<file path="src/rtl/imagine_outfifo.sv">
// Output FIFO behind the IMAGine wrapper: absorbs the unthrottled dataout stream and
// re-presents it as a first-word-fall-through valid/ready stream with end-of-vector handshake.
module imagine_outfifo #(
   parameter int DATA_WIDTH   = 16,
   parameter int ATTRIB_WIDTH = 2,
   parameter int EOV_BIT      = 0,
   parameter int DEPTH        = 64,
   parameter int AFULL_THRESH = 56
) (
   input  logic                       clk,
   input  logic                       resetn,
   input  logic [DATA_WIDTH-1:0]      dataout,
   input  logic [ATTRIB_WIDTH-1:0]    dataAttrib,
   input  logic                       dataoutValid,
   input  logic                       eovInterrupt,
   output logic                       clearEOV,
   output logic [DATA_WIDTH-1:0]      m_data,
   output logic [ATTRIB_WIDTH-1:0]    m_attrib,
   output logic                       m_last,
   output logic                       m_valid,
   input  logic                       m_ready,
   output logic [$clog2(DEPTH):0]     level,
   output logic                       almostFull,
   output logic                       overflow,
   output logic [15:0]                dropCount,
   input  logic                       overflowClear
);

   // state     | meaning
   // EOV_IDLE  | no end-of-vector word popped last cycle
   // EOV_ARMED | end-of-vector word popped last cycle; clear the wrapper if it still interrupts
   typedef enum logic {EOV_IDLE, EOV_ARMED} eovState_t;

   localparam int AW = $clog2(DEPTH);
   localparam int LW = AW + 1;
   localparam int EW = DATA_WIDTH + ATTRIB_WIDTH;

   logic [EW-1:0]  mem [DEPTH];
   logic [AW-1:0]  rdPtr;
   logic [AW-1:0]  wrPtr;
   logic [LW-1:0]  levelQ;
   logic [EW-1:0]  headWord;
   logic           full;
   logic           pop;
   logic           push;
   logic           drop;
   logic           overflowQ;
   logic [15:0]    dropCntQ;
   eovState_t      eovState;
   eovState_t      eovNext;

   assign full     = (levelQ == LW'(DEPTH));
   assign m_valid  = (levelQ != '0);
   assign pop      = m_valid & m_ready;
   // A full FIFO can still take a word when the head leaves in the same cycle.
   assign push     = dataoutValid & (~full | pop);
   assign drop     = dataoutValid & full & ~pop;
   assign headWord = mem[rdPtr];

   // Head is forced to zero while empty so stale memory never leaks out after reset.
   assign m_data     = m_valid ? headWord[EW-1:ATTRIB_WIDTH] : '0;
   assign m_attrib   = m_valid ? headWord[ATTRIB_WIDTH-1:0]  : '0;
   assign m_last     = m_attrib[EOV_BIT];
   assign level      = levelQ;
   assign almostFull = (levelQ >= LW'(AFULL_THRESH));
   assign overflow   = overflowQ;
   assign dropCount  = dropCntQ;

   always_ff @(posedge clk) begin
      if (push) begin
         mem[wrPtr] <= {dataout, dataAttrib};
      end
   end

   always_ff @(posedge clk or negedge resetn) begin
      if (!resetn) begin
         wrPtr  <= '0;
         rdPtr  <= '0;
         levelQ <= '0;
      end else begin
         if (push) begin
            wrPtr <= wrPtr + AW'(1);
         end
         if (pop) begin
            rdPtr <= rdPtr + AW'(1);
         end
         case ({push, pop})
            2'b10:   levelQ <= levelQ + LW'(1);
            2'b01:   levelQ <= levelQ - LW'(1);
            default: levelQ <= levelQ;
         endcase
      end
   end

   // A drop coinciding with a clear is counted as the first drop after the clear.
   always_ff @(posedge clk or negedge resetn) begin
      if (!resetn) begin
         overflowQ <= 1'b0;
         dropCntQ  <= '0;
      end else if (overflowClear) begin
         overflowQ <= drop;
         dropCntQ  <= drop ? 16'd1 : 16'd0;
      end else if (drop) begin
         overflowQ <= 1'b1;
         if (dropCntQ != 16'hFFFF) begin
            dropCntQ <= dropCntQ + 16'd1;
         end
      end
   end

   always_ff @(posedge clk or negedge resetn) begin
      if (!resetn) begin
         eovState <= EOV_IDLE;
      end else begin
         eovState <= eovNext;
      end
   end

   always_comb begin
      eovNext  = EOV_IDLE;
      clearEOV = 1'b0;
      case (eovState)
         EOV_ARMED: clearEOV = eovInterrupt;
         default:   clearEOV = 1'b0;
      endcase
      // Back-to-back last words re-arm while the previous one is being serviced.
      if (pop && m_last) begin
         eovNext = EOV_ARMED;
      end
   end

endmodule

</file>
<file path="config.mk">
export PLATFORM = sky130hd
export DESIGN_NAME = imagine_outfifo
export DESIGN_NICKNAME = d
export VERILOG_FILES = /design/src/rtl/imagine_outfifo.sv
export SDC_FILE = /design/constraint.sdc
export NUM_CORES = 1
export LEC_CHECK = 0
export CORE_MARGIN = 5
export CORE_UTILIZATION = 49
export DETAILED_ROUTE_END_ITERATION = 8
export PLACE_DENSITY = 0.73
export SYNTH_ARGS = -nofsm -noshare
export SYNTH_HDL_FRONTEND = slang
export SYNTH_SLANG_ARGS = --single-unit
</file>
<file path="constraint.sdc">
create_clock -name clk -period 5.2 [get_ports clk]
set_input_delay 0.78 -clock clk [delete_from_list [all_inputs] [get_ports clk]]
set_output_delay 0.78 -clock clk [all_outputs]
set_load 0.05 [all_outputs]
</file>
==> results.py <==
metrics = {
    "clock_tree": {
        "clk_pin_slew_worst_paths_ns": 0.06,
        "htreeDepth": 3,
        "cts_setup_buffers": 0,
        "insertion_delay_ns": 0.71,
        "cts_tree": "built",
        "root_buffer": "clkbuf_16",
        "cts_sinks": 1189,
        "cts_buffer_depth": 3,
        "cts_buffers": 113,
    },
    "cells_and_area": {
        "synthToLayoutAreaGrowth_pct": 13.4,
        "final_cell_mix": "edfxtp_1 (1152), mux4_2 (212), mux2i_1 (146)",
        "final_common_cell": "edfxtp_1",
        "final_area_um2": 52000,
        "fin_nets": 2400,
        "layout-drive-gt1-share_pct": 22.5,
        "fillerInstances": 6827,
        "final-seq-area_um2": 35500,
        "multi_input_area_um2": 9810,
    },
    "place": {
        "routabilityCongestion": 0.843,
        "dp_hpwl_mm": 63.0,
        "dpl_cell_area_um2": 48400,
        "port_buffers": 69,
    },
    "power": {
        "comb_power_share_pct": 31.0,
        "intPower_w": 0.0186,
        "ir_drop_uv": 804,
        "cellLeakagePower_nw": 16.7,
        "swShare_pct": 33.0,
        "p_total_w": 0.0278,
        "seqPwrFrac_pct": 40.5,
        "pwr-share-clk_pct": 28.4,
        "power_switching_w": 0.00917,
        "power.density_nw_per_um2": 534,
    },
    "setup_path": {
        "worstSetupStartpointType": "flop",
        "required_ns": 4.42,
        "critPathBufInv": 2,
        "cpMostUsedCell": "buf_4",
        "startpoint": "rdPtr[3]",
        "cpLargestDelayFamily": "compound AO/OA/AOI/OAI gates",
        "cpMaxStageDelayCell": "or3b_2",
        "endpoint_kind": "output pin",
        "r2r_cells": 7,
        "cp.arrival_ns": 4.26,
        "worstSetupPathType": "reg2out",
        "cp_max_fo": 39,
        "path_cells": "or3b_2, buf_4, o221ai_1, a211oi_1, o32ai_1, buf_4",
        "slowest_delay_ns": 0.90,
        "r2r-start": "level[2]",
        "worst-path-stages": 6,
    },
    "synthesis": {
        "synthArstFlopShare_pct": 3.11,
        "synth_compound_area_share_pct": 5.08,
        "ys.flop_type": "edfxtp_1",
        "synth_edf_count": 1152,
        "synthSimpleGateAreaFrac_pct": 1.93,
        "avgSynthCellArea_um2": 20.8,
        "synth_top_family_by_area": "multiplexers",
        "ys_warn_count": 0,
        "yosys.cell_types.count": 50,
        "seq_area_frac_synth_pct": 77.5,
        "muxShareOfSynthArea_pct": 13.8,
        "postSynthCellCount": 2209,
        "synth-seq-cells": 1189,
        "synthesis.area_um2": 45800,
        "syn-num-nets": 2237,
        "synth_fa_ha_area_share_pct": 0.109,
        "synthXorXnorAreaFrac_pct": 0.382,
    },
    "sta": {
        "whs_ns": 0.233,
        "finalSetupViolCount": 0,
        "finalClockSkew_ns": 0.0552,
        "max_freq_mhz": 199,
        "slew_headroom_pct": 11.9,
        "finalMaxSlewViolations": 0,
        "hold_viol_final": 0,
        "worst_slew_pin_slew_ns": 1.32,
        "setup_tns_ns": 0,
        "min_period_ns": 5.04,
        "finalCritPeriodShare_pct": 96.8,
        "rsz0062_at_grt": "no",
    },
    "run_status": {
        "status": "finished, final reports clean",
    },
    "floorplanning": {
        "design.core.area_um2": 93000,
        "rows": 112,
        "initial_core_util_pct": 49.3,
        "die_h_um": 316,
        "num_io_pins": 70,
        "dieArea_um2": 99800,
        "fp.dieW_um": 316,
    },
    "route": {
        "drtIter0Drc": 3308,
        "drt-total-wl_mm": 111,
        "ant_nets": 0,
        "wl_per_cell_um": 30.0,
        "drcViolationCount": 0,
        "dr.pass1.iters": 6,
        "via_per_inst": 6.30,
        "vias": 23400,
    },
    "grt": {
        "grt_use_total_pct": 22.4,
        "grt_start_max_net_pins": 84,
        "grt_pass1_wl_mm": 162,
        "antenna_found_initial": 3,
        "grt_pass1_vias": 23400,
        "grt-ovfl-total": 0,
    },
    "worst_hold_path": {
        "hold_class": "in2async",
    },
    "flow_run": {
        "drv_cap": 0,
    },
}
==> path summary, 6_finish.rpt <==
kind	to	slack (ns)
min in group clk	overflow	0.51
worst min register to register	overflow	0.51
worst max register to register	mem[41][5]	1.93
max in group asynchronous	rdPtr[1]	4.26
worst min-delay path	level[4]	0.23
worst max-delay path	m_attrib[1]	0.16
==> routing by layer <==
layer  vias up  GRT usage (%)  wire [µm]
met5         -              0         27
met4         4           6.61       3500
met3       196           5.06      12300
met2      1408           35.6      53600
met1     12200           31.5      41900
li1       9624              -          -
==> Yosys cell counts (all sizes together) (3+ instances only) <==
library cell  instances  area [µm²]
a211o                 3        26.3
a211oi               54         410
a21o                  5        45.0
a21oi                34         170
a22o                 51         447
a22oi                35         263
and2                  9        56.3
and4                  3        26.3
buf                  52         233
clkbuf               82         308
dfrtp                37         926
edfxtp             1152       34600
ha                    4        50.1
inv                   8        30.0
mux2                  7        78.8
mux2i               146        1460
mux4                212        4770
nand2                21        78.8
nand2b                7        43.8
nand3                21         105
nand3b                5        37.5
nand4                 4        25.0
nor2                 83         312
nor2b                11        68.8
nor3                  7        35.0
o21a                  3        22.5
o21ai                 9        45.0
o221ai               58         508
o22ai                21         131
o31ai                 3        22.5
o32ai                19         166
or3                   4        25.0
or4                   4        30.0
xnor2                15         131
xor2                  5        43.8
==> final cells by class <==
type,instances,share of cell area [%]
Clock inverter,60,1.07
Clock buffer,145,5.79
Multi-Input combinational cell,877,18.9
Antenna cell,2,0.00962
Tap cell,1254,3.02
Sequential cell,1189,68.3
Inverter,9,0.0650
Timing Repair Buffer,182,2.88
==> cells by family (layout without fill, tap and decap cells) <==
group / count (synthesis) / in the layout
flops: 1189 / 1189
mux: 365 / 365
compound gates: 303 / 303
simple gates: 185 / 185
buf+inv: 143 / 396
xor+xnor: 20 / 20
fa+ha+maj: 4 / 4
other cells: 0 / 2
==> state kept, by name, summed over array words and instances (netlist names) <==
signal and cells:
level 7, wrPtr 6, overflow 1, eovState 1, rdPtr 6, mem 1152
dropCount 16
==> power groups by stage <==
stage	sequential (W)	clock [W]	combinational, W
detailed placement	0.0114	0	0.00856
global placement	0.0114	0	0.00849
CTS	0.0112	0.00799	0.00860
floorplan	0.0113	0	0.00558
finish	0.0113	0.00789	0.00862
global route	0.0113	0.00841	0.00899
==> worst register-to-register path, delay by kind of cell, from the launching register on <==
| kind | cells | cell delay, ns |
|---|---|---|
| DFF | 1 | 0.52 |
| AOI/OAI and AO/OA | 1 | 0.13 |
| and+or+nand+nor | 4 | 1.74 |
| buffers and inverters | 2 | 0.57 |
==> repair_timing <==
item	CTS	global route
hold buffers	0	0
resized for setup	0	1
setup endpoints to repair	0	1
==> per-stage QoR <==
step                setup WS (ns)  util [%]  cells
floorplan                   0.940         -   2209
finish                      0.165      55.9   3718
CTS                         0.135      55.9   3716
detailed placement          0.891      52.0   3511
global placement            0.906      52.0   3511
global route               0.0655      55.9   3716
Note: power is estimated with default switching activity, not from simulation.
